[src/rtl/riscv_mem_pkg.sv]
// riscv_mem_pkg: shared types and limits for the instruction/data memory arbiter.
//   arb_state_e   - arbiter FSM states (IDLE, WAIT, RESP)
//   requester_e   - identifies the fetch or load/store requester
//   MaxMemLatency - largest supported memory read latency in cycles
//   CntBits       - width of the latency down-counter
package riscv_mem_pkg;

    typedef enum logic [1:0] {IDLE, WAIT, RESP} arb_state_e;

    typedef enum logic {REQ_IFETCH, REQ_LSU} requester_e;

    localparam int MaxMemLatency = 15;
    localparam int CntBits       = $clog2(MaxMemLatency + 1);

endpackage

[src/rtl/riscv_rr_arbiter2.sv]
// riscv_rr_arbiter2: combinational two-way round-robin pick.
//   req0_i       - request from requester 0 (instruction fetch)
//   req1_i       - request from requester 1 (load/store)
//   last_grant_i - requester that won the previous grant
//   gnt_o        - one-hot pick, bit 0 = req0, bit 1 = req1, zero if no request
module riscv_rr_arbiter2
    import riscv_mem_pkg::*;
(
    input  logic       req0_i,
    input  logic       req1_i,
    input  requester_e last_grant_i,
    output logic [1:0] gnt_o
);

    // A lone request always wins; under contention the one that did not win last time goes.
    always_comb begin
        gnt_o[0] = req0_i && (!req1_i || last_grant_i == REQ_LSU);
        gnt_o[1] = req1_i && (!req0_i || last_grant_i == REQ_IFETCH);
    end

endmodule

[src/rtl/riscv_mem_arbiter.sv]
// riscv_mem_arbiter: shares one single-port synchronous memory between fetch and load/store.
//   clk_i, rst_i        - clock, synchronous active-high reset
//   ifetch_req/addr_i   - fetch request held until ifetch_gnt_o
//   ifetch_gnt_o        - fetch accepted this cycle (combinational)
//   ifetch_rvalid/rdata - registered one-cycle instruction return
//   lsu_req/we/be/addr/wdata_i - load/store request held until lsu_gnt_o
//   lsu_gnt_o           - load/store accepted this cycle (combinational)
//   lsu_rvalid/rdata    - registered one-cycle load data or store ack (data 0)
//   mem_req/we/be/addr/wdata_o - memory access, driven only in the grant cycle
//   mem_rdata_i         - memory read data, valid MemLatency cycles after mem_req_o
module riscv_mem_arbiter
    import riscv_mem_pkg::*;
#(
    parameter int MemAddrBits = 32,
    parameter int DataBits    = 32,
    parameter int MemLatency  = 2
) (
    input  logic                    clk_i,
    input  logic                    rst_i,
    input  logic                    ifetch_req_i,
    input  logic [MemAddrBits-1:0]  ifetch_addr_i,
    output logic                    ifetch_gnt_o,
    output logic                    ifetch_rvalid_o,
    output logic [DataBits-1:0]     ifetch_rdata_o,
    input  logic                    lsu_req_i,
    input  logic                    lsu_we_i,
    input  logic [DataBits/8-1:0]   lsu_be_i,
    input  logic [MemAddrBits-1:0]  lsu_addr_i,
    input  logic [DataBits-1:0]     lsu_wdata_i,
    output logic                    lsu_gnt_o,
    output logic                    lsu_rvalid_o,
    output logic [DataBits-1:0]     lsu_rdata_o,
    output logic                    mem_req_o,
    output logic                    mem_we_o,
    output logic [DataBits/8-1:0]   mem_be_o,
    output logic [MemAddrBits-1:0]  mem_addr_o,
    output logic [DataBits-1:0]     mem_wdata_o,
    input  logic [DataBits-1:0]     mem_rdata_i
);

    localparam int                BeBits  = DataBits / 8;
    localparam logic [CntBits-1:0] LoadCnt = CntBits'(MemLatency - 1);

    arb_state_e          state_q, state_d;
    logic [CntBits-1:0]  cnt_q, cnt_d;
    // The last winner is also the owner of the single outstanding access.
    requester_e          last_q, last_d;
    logic                we_q, we_d;
    logic                if_rvalid_q, if_rvalid_d;
    logic                lsu_rvalid_q, lsu_rvalid_d;
    logic [DataBits-1:0] if_rdata_q, if_rdata_d;
    logic [DataBits-1:0] lsu_rdata_q, lsu_rdata_d;
    logic [1:0]          pick;
    logic                can_grant, gnt_if, gnt_lsu, grant, last_beat;

    riscv_rr_arbiter2 u_rr (
        .req0_i       (ifetch_req_i),
        .req1_i       (lsu_req_i),
        .last_grant_i (last_q),
        .gnt_o        (pick)
    );

    always_comb begin
        // Reset gating keeps every output low while rst_i is held.
        can_grant    = !rst_i && (state_q == IDLE || state_q == RESP);
        gnt_if       = can_grant && pick[0];
        gnt_lsu      = can_grant && pick[1];
        grant        = gnt_if || gnt_lsu;
        last_beat    = state_q == WAIT && cnt_q == '0;
        state_d      = grant ? WAIT : last_beat ? RESP : (state_q == WAIT) ? WAIT : IDLE;
        cnt_d        = grant ? LoadCnt : (state_q == WAIT && cnt_q != '0) ? cnt_q - 1'b1 : cnt_q;
        last_d       = gnt_if ? REQ_IFETCH : gnt_lsu ? REQ_LSU : last_q;
        we_d         = grant ? (gnt_lsu && lsu_we_i) : we_q;
        if_rvalid_d  = last_beat && last_q == REQ_IFETCH;
        lsu_rvalid_d = last_beat && last_q == REQ_LSU;
        if_rdata_d   = if_rvalid_d ? mem_rdata_i : if_rdata_q;
        // Stores acknowledge with zero data rather than whatever the memory drives.
        lsu_rdata_d  = lsu_rvalid_d ? (we_q ? '0 : mem_rdata_i) : lsu_rdata_q;
    end

    always_comb begin
        ifetch_gnt_o    = gnt_if;
        lsu_gnt_o       = gnt_lsu;
        mem_req_o       = grant;
        mem_we_o        = gnt_lsu && lsu_we_i;
        mem_be_o        = gnt_lsu ? lsu_be_i : {BeBits{gnt_if}};
        mem_addr_o      = gnt_lsu ? lsu_addr_i : gnt_if ? ifetch_addr_i : '0;
        mem_wdata_o     = gnt_lsu ? lsu_wdata_i : '0;
        ifetch_rvalid_o = if_rvalid_q;
        ifetch_rdata_o  = if_rdata_q;
        lsu_rvalid_o    = lsu_rvalid_q;
        lsu_rdata_o     = lsu_rdata_q;
    end

    always_ff @(posedge clk_i) begin
        if (rst_i) begin
            state_q      <= IDLE;
            cnt_q        <= '0;
            last_q       <= REQ_LSU;
            we_q         <= 1'b0;
            if_rvalid_q  <= 1'b0;
            lsu_rvalid_q <= 1'b0;
            if_rdata_q   <= '0;
            lsu_rdata_q  <= '0;
        end else begin
            state_q      <= state_d;
            cnt_q        <= cnt_d;
            last_q       <= last_d;
            we_q         <= we_d;
            if_rvalid_q  <= if_rvalid_d;
            lsu_rvalid_q <= lsu_rvalid_d;
            if_rdata_q   <= if_rdata_d;
            lsu_rdata_q  <= lsu_rdata_d;
        end
    end

endmodule

[config.mk]
export PLATFORM = sky130hd
export DESIGN_NAME = riscv_mem_arbiter
export DESIGN_NICKNAME = d
export VERILOG_FILES = /design/src/rtl/riscv_mem_pkg.sv /design/src/rtl/riscv_rr_arbiter2.sv /design/src/rtl/riscv_mem_arbiter.sv
export SDC_FILE = /design/constraint.sdc
export NUM_CORES = 1
export LEC_CHECK = 0
export ABC_AREA = 0
export BUFFER_PORTS_ARGS = -buffer_cell sky130_fd_sc_hd__buf_2
export CAP_MARGIN = 10
export CORE_MARGIN = 10
export CORE_UTILIZATION = 44
export CTS_CLUSTER_SIZE = 30
export DETAILED_ROUTE_END_ITERATION = 10
export GPL_TIMING_DRIVEN = 0
export PLACE_DENSITY = 0.88
export SKIP_CTS_REPAIR_TIMING = 1
export SLEW_MARGIN = 20
export SYNTH_ARGS = -nofsm -noshare
export SYNTH_HDL_FRONTEND = slang
export SYNTH_HIERARCHICAL = 1
export SYNTH_SLANG_ARGS = --single-unit
[constraint.sdc]
create_clock -name clk_i -period 4.4 [get_ports clk_i]
set_input_delay 0 -clock clk_i [delete_from_list [all_inputs] [get_ports clk_i]]
set_output_delay 0 -clock clk_i [all_outputs]
set_load 0.01 [all_outputs]
==> results of run 1 <==
-- cells in the final DEF (no fill, tap or decap), drive strengths merged, types with 2 or more instances in the layout --
cell type	n
a22o	32
nor3b	3
nand4b	32
and2	34
mux2i	32
dfxtp	74
dlygate4sd3	32
bufinv	2
diode	3
nand2b	2
a21boi	2
nand2	65
inv	6
buf	291
nor3	4
a21oi	34
o21ai	35
a21o	4
clkinv	3
or3	2
clkbuf	37
nor2	2
-- path summary, 6_finish.rpt --
kind,start,end,slack [ps],depth (start not counted)
hold reg to reg,ifetch_rdata_o[30],ifetch_rdata_o[30],460,2
hold / removal,lsu_we_i,we_q,-4,3
setup / recovery,last_q,mem_addr_o[22],1810,5
setup reg to reg,last_q,last_q,2350,5
-- sequential cells by signal, summed over array words and instances, names as in the netlist --
name             cells
ifetch_rdata_o      32
lsu_rdata_o         32
cnt_q                4
state_q              2
ifetch_rvalid_o      1
last_q               1
lsu_rvalid_o         1
we_q                 1
-- stage by stage --
step / hold WS (ps) / cells / cell area [um2] / utilization [%] / setup slack [ps]
2_1_floorplan: 129 / 422 / 3700 / - / 2700
3_3_place_gp: 263 / 801 / 5200 / 63.3 / 2140
3_5_place_dp: 269 / 801 / 5200 / 63.3 / 2120
4_1_cts: -111 / 816 / 5420 / 65.9 / 1730
5_1_grt: 17.7 / 850 / 5740 / 69.9 / 1550
6_report: -4.29 / 851 / 5740 / 69.9 / 1810
-- area by class of cell --
class	count	area (um2)	share of cell area, %
inverter	6	22.5	0.392
timing repair buffer	306	1690	29.4
antenna	3	7.51	0.131
sequential	74	1480	25.8
buffer	44	229	3.99
multi-input combinational	298	1960	34.2
clock buffer	10	138	2.40
clock inverter	5	78.8	1.37
tap	105	131	2.29
-- kinds of logic (layout without fill, tap and decap cells) --
logic type	count (synthesis)	in the layout	synth area share, %
AOI/OAI and AO/OA	113	113	19.4
adders and majority gates	1	1	0.338
buffers and inverters	50	371	6.80
DFF	74	74	40.1
muxes	32	32	8.66
other	0	3	0
and+or+nand+nor	152	152	24.7
-- power by group through the flow --
stage                     Clock [W]  Combinational (W)  Sequential (W)
final                      0.000584           0.000391        0.000709
after global routing       0.000608           0.000424        0.000710
after global placement            0           0.000353        0.000722
after CTS                  0.000587           0.000365        0.000708
after detailed placement          0           0.000362        0.000723
after floorplan                   0           0.000180        0.000730
-- Yosys cell counts (all sizes together) (6+ instances only) --
cell     n  area (um2)
dfxtp   74        1480
nand4b  32         280
clkbuf  27         103
and2    34         213
buf     17         126
a22o    32         280
mux2i   32         320
nand2   65         244
a21oi   34         170
inv      6        22.5
o21ai   35         175
-- tightest hold or removal path: stages --
cell and delay, ps:
buf_2 70, and2_1 140, a31o_2 100
-- per-layer routing --
metal  wire, um  global-route usage, %  up-vias
li1           -                      -     2138
met1       5920                   24.4     2018
met2       8740                   42.2      290
met3       1750                   10.3       51
met4        765                   11.6        0
met5          0                      0        -
==> results_dict.tcl, run 1 <==
set metrics [dict create \
    cts.sinks 74 \
    ios 275 \
    cp.required_ps 4400 \
    crit_path_start_kind "register" \
    tns_ps 0 \
    status "complete, but fails checks" \
    htree_num_levels 3 \
    setup_viol 0 \
    critical_path_buf_inv_count 2 \
    syn_nets 560 \
    drc 0 \
    mappedNetlistArea_um2 3700 \
    powerDensity_nw_per_um2 293 \
    antenna_found_initial 2 \
    swShare_pct 28.7 \
    cts_buffers 9 \
    comb_power_share_pct 23.2 \
    vias 4497 \
    cts_max_path_buffers 2 \
    grt_pass1_vias 4511 \
    violations "hold timing" \
    ant_nets 0 \
    grt_overflow 0 \
    max_freq_mhz 386 \
    p_switching_w 0.000484 \
    grt_pass1_wl_mm 24.6 \
    drv_cap 0 \
    gp_congestion 0.895 \
    grt_start_max_net_pins 13 \
    pwr-share-clk_pct 34.7 \
    cts-root-buf "clkbuf_8" \
    hold_viol 1 \
    initial_core_util_pct 45.0 \
    cp-end-kind "output port" \
    peakVddDrop_mv 0.153 \
    fin_crit_sh_pct 58.9 \
    syn_avg_cell_area_um2 8.76 \
    die_h_um 112 \
    seqPwrFrac_pct 42.1 \
    p_total_w 0.00168 \
    leakage_nw 2.84 \
    die_w_um 112 \
    min_path_type "in -> reg" \
    crit_chain "a21boi_0, nor3b_2, clkbuf_1, a22o_1, buf_2" \
    rsz0062_at_grt "false" \
    relSlewSlack_pct 61.0 \
    syn_inst 422 \
    whs_ps -4.29 \
    slew_violations 0 \
    slowest_delay_ps 570 \
    num-fill-cells 614 \
    period_minus_slack_ps 2590 \
    worstSetupPathType "reg -> out" \
    skew_ps 9.02 \
    coreArea_um2 8220 \
    p_int_w 0.00120 \
    numPortBuffers 274 \
    critical-path-top-delay-family "compound AO/OA/AOI/OAI gates" \
    synth_edf_count 0 \
    ys_seq_area_share_pct 40.1 \
    clk_pin_slew_ps 70 \
    dp_hpwl_mm 13.4 \
    wl_per_cell_um 20.2 \
    dieArea_um2 12500 \
    synth-seq-cells 74 \
    critPathArrivalTime_ps 2590 \
    synth_warnings 6 \
    drt_wl_total_mm 17.2 \
    clk_latency_ps 360 \
    routed_via_density 5.28 \
    synth_cell_types 41 \
    dr.first_iter.drc_count 245 \
    syn2layout_area_growth_pct 55.4 \
    slowest_stage "nor3b_2" \
    drtPass1Iterations 6 \
    tightest_slew_ps 580 \
    async_flop_share_pct 0 \
    cts_tree "yes" \
    grt_usage_pct 24.2 \
    nets 877 \
    rows 33 \
    cp_max_fo 10 \
    synth_top_flop_cell "dfxtp_1" \
    drive_gt1_share_pct 42.3 \
]
No activity file was read; power rests on OpenSTA's default activity.
==> inputs of run 2 (changes only) <==
--- a/config.mk
+++ b/config.mk
@@ -9,11 +9,11 @@
 export BUFFER_PORTS_ARGS = -buffer_cell sky130_fd_sc_hd__buf_2
 export CAP_MARGIN = 10
 export CORE_MARGIN = 10
-export CORE_UTILIZATION = 44
+export CORE_UTILIZATION = 37
 export CTS_CLUSTER_SIZE = 30
 export DETAILED_ROUTE_END_ITERATION = 10
 export GPL_TIMING_DRIVEN = 0
-export PLACE_DENSITY = 0.88
+export PLACE_DENSITY = 0.79
 export SKIP_CTS_REPAIR_TIMING = 1
 export SLEW_MARGIN = 20
 export SYNTH_ARGS = -nofsm -noshare
==> constraint.sdc (replaced) <==
create_clock -name clk_i -period 2.31 [get_ports clk_i]
set_input_delay 0 -clock clk_i [delete_from_list [all_inputs] [get_ports clk_i]]
set_output_delay 0 -clock clk_i [all_outputs]
set_load 0.01 [all_outputs]
==> results_dict.tcl, run 2 (synthesis results as in run 1) <==
set metrics [dict create \
    status "completed" \
    slowest_stage "dfxtp_2" \
    final_cell_mix "buf_2 (285), dfxtp_1 (73), nand2_1 (65)" \
    cts_max_path_buffers 2 \
    wl_per_cell_um 19.3 \
    whs_ps 6.10 \
    leakage_nw 2.85 \
    clk_pin_slew_ps 80 \
    grt_overflow 0 \
    drv_cap 0 \
    drt_wl_total_mm 17.1 \
    slowest_delay_ps 420 \
    postLayoutSetupSlackWorst_ps 171 \
    gp_congestion 0.831 \
    path_common_cell "buf_2" \
    drtPass1Iterations 4 \
    vias 4466 \
    grt-busiest-layer "met2" \
    num-fill-cells 890 \
    regArea_um2 1480 \
    clk_latency_ps 350 \
    cp.required_ps 2310 \
    routed_via_density 5.06 \
    worstSetupPathType "reg -> out" \
    dieArea_um2 14400 \
    antenna_found_initial 3 \
    hold_viol 0 \
    met1_usage_pct 19.7 \
    final_common_cell "buf_2" \
    cts-root-buf "clkbuf_8" \
    grt_start_max_net_pins 14 \
    slew_violations 0 \
    grt_pass1_wl_mm 24.2 \
    grtUsageMet2_pct 39.9 \
    grt_usage_pct 21.0 \
    min_path_type "in -> reg" \
    initial_core_util_pct 37.8 \
    cp-end-kind "output port" \
    setup_viol 0 \
    relSlewSlack_pct 66.6 \
    syn2layout_area_growth_pct 56.8 \
    dp_hpwl_mm 13.5 \
    critPathArrivalTime_ps 2140 \
    die_w_um 120 \
    cp_max_fo 10 \
    cts_tree "yes" \
    crit_chain "inv_1, a21boi_1, nor4b_4, buf_2, a22o_1, buf_2" \
    crit_path_start_kind "register" \
    coreArea_um2 9770 \
    nets 879 \
    grt_pass1_vias 4459 \
    peakVddDrop_mv 0.271 \
    period_minus_slack_ps 2140 \
    htree_num_levels 3 \
    ios 275 \
    multi_input_area_um2 1970 \
    rows 36 \
    rsz0062_at_grt "false" \
    ant_nets 0 \
    drive_gt1_share_pct 42.9 \
    cts_buffers 9 \
    skew_ps 13.8 \
    max_freq_mhz 467 \
    powerDensity_nw_per_um2 540 \
    dr.first_iter.drc_count 238 \
    tightest_slew_ps 500 \
    drc 0 \
    numPortBuffers 274 \
    place_ws_ps -21.7 \
    fin_crit_sh_pct 92.6 \
    die_h_um 120 \
    cts.sinks 74 \
    grtUsageMet3_pct 9.14 \
    tns_ps 0 \
]
[run 2: cell count changes in the layout (fill, tap and decap cells not counted), sizes merged]
cell,change
clkinvlp,+1
bufinv,-1
inv,+1
diode,+1
buf,+2
[run 2: layout make-up]
| type | count | share of cell area [%] |
|---|---|---|
| clock buffer | 10 | 2.37 |
| antenna | 4 | 0.173 |
| clock inverter | 6 | 1.12 |
| sequential | 74 | 25.6 |
| buffer | 44 | 3.97 |
| tap | 133 | 2.87 |
| inverter | 6 | 0.389 |
| multi-input combinational | 298 | 34.1 |
| timing repair buffer | 308 | 29.4 |
[run 2: report_power, final]
part / switching, W / internal [W] / total, W
clock network: 0.000503 / 0.000530 / 0.00103
registers: 0.0000289 / 0.00132 / 0.00135
logic: 0.000410 / 0.000339 / 0.000749
[run 2: critical path: cells and delay by family, from the launching register on]
kind	cells	cell delay [ps]
flops	1	420
simple gates	1	410
buf+inv	3	520
compound gates	2	450
[run 2: through the flow]
stage / cell area (um2) / cells / utilization [%] / power [W]
after floorplan: 3700 / 422 / - / 0.00173
after global routing: 5800 / 883 / 59.3 / 0.00326
after detailed placement: 5240 / 829 / 53.6 / 0.00207
final: 5800 / 883 / 59.3 / 0.00313
after global placement: 5240 / 829 / 53.6 / 0.00205
after CTS: 5440 / 845 / 55.6 / 0.00308
[run 2: metal layers]
layer | wire [um] | share of wire, %
met1 | 5770 | 34
met2 | 9110 | 53
met3 | 1770 | 10
met4 | 410 | 2.4
met5 | 0 | 0
[run 2: final timing paths]
path / slack, ps / depth (start not counted) / end / startpoint
worst max register to register: 530 / 7 / ifetch_rdata_o[25] / cnt_q[0]
worst max-delay path: 170 / 6 / mem_addr_o[24] / last_q
worst min-delay path: 6 / 3 / we_q / lsu_we_i
worst min register to register: 460 / 2 / ifetch_rdata_o[13] / ifetch_rdata_o[13]
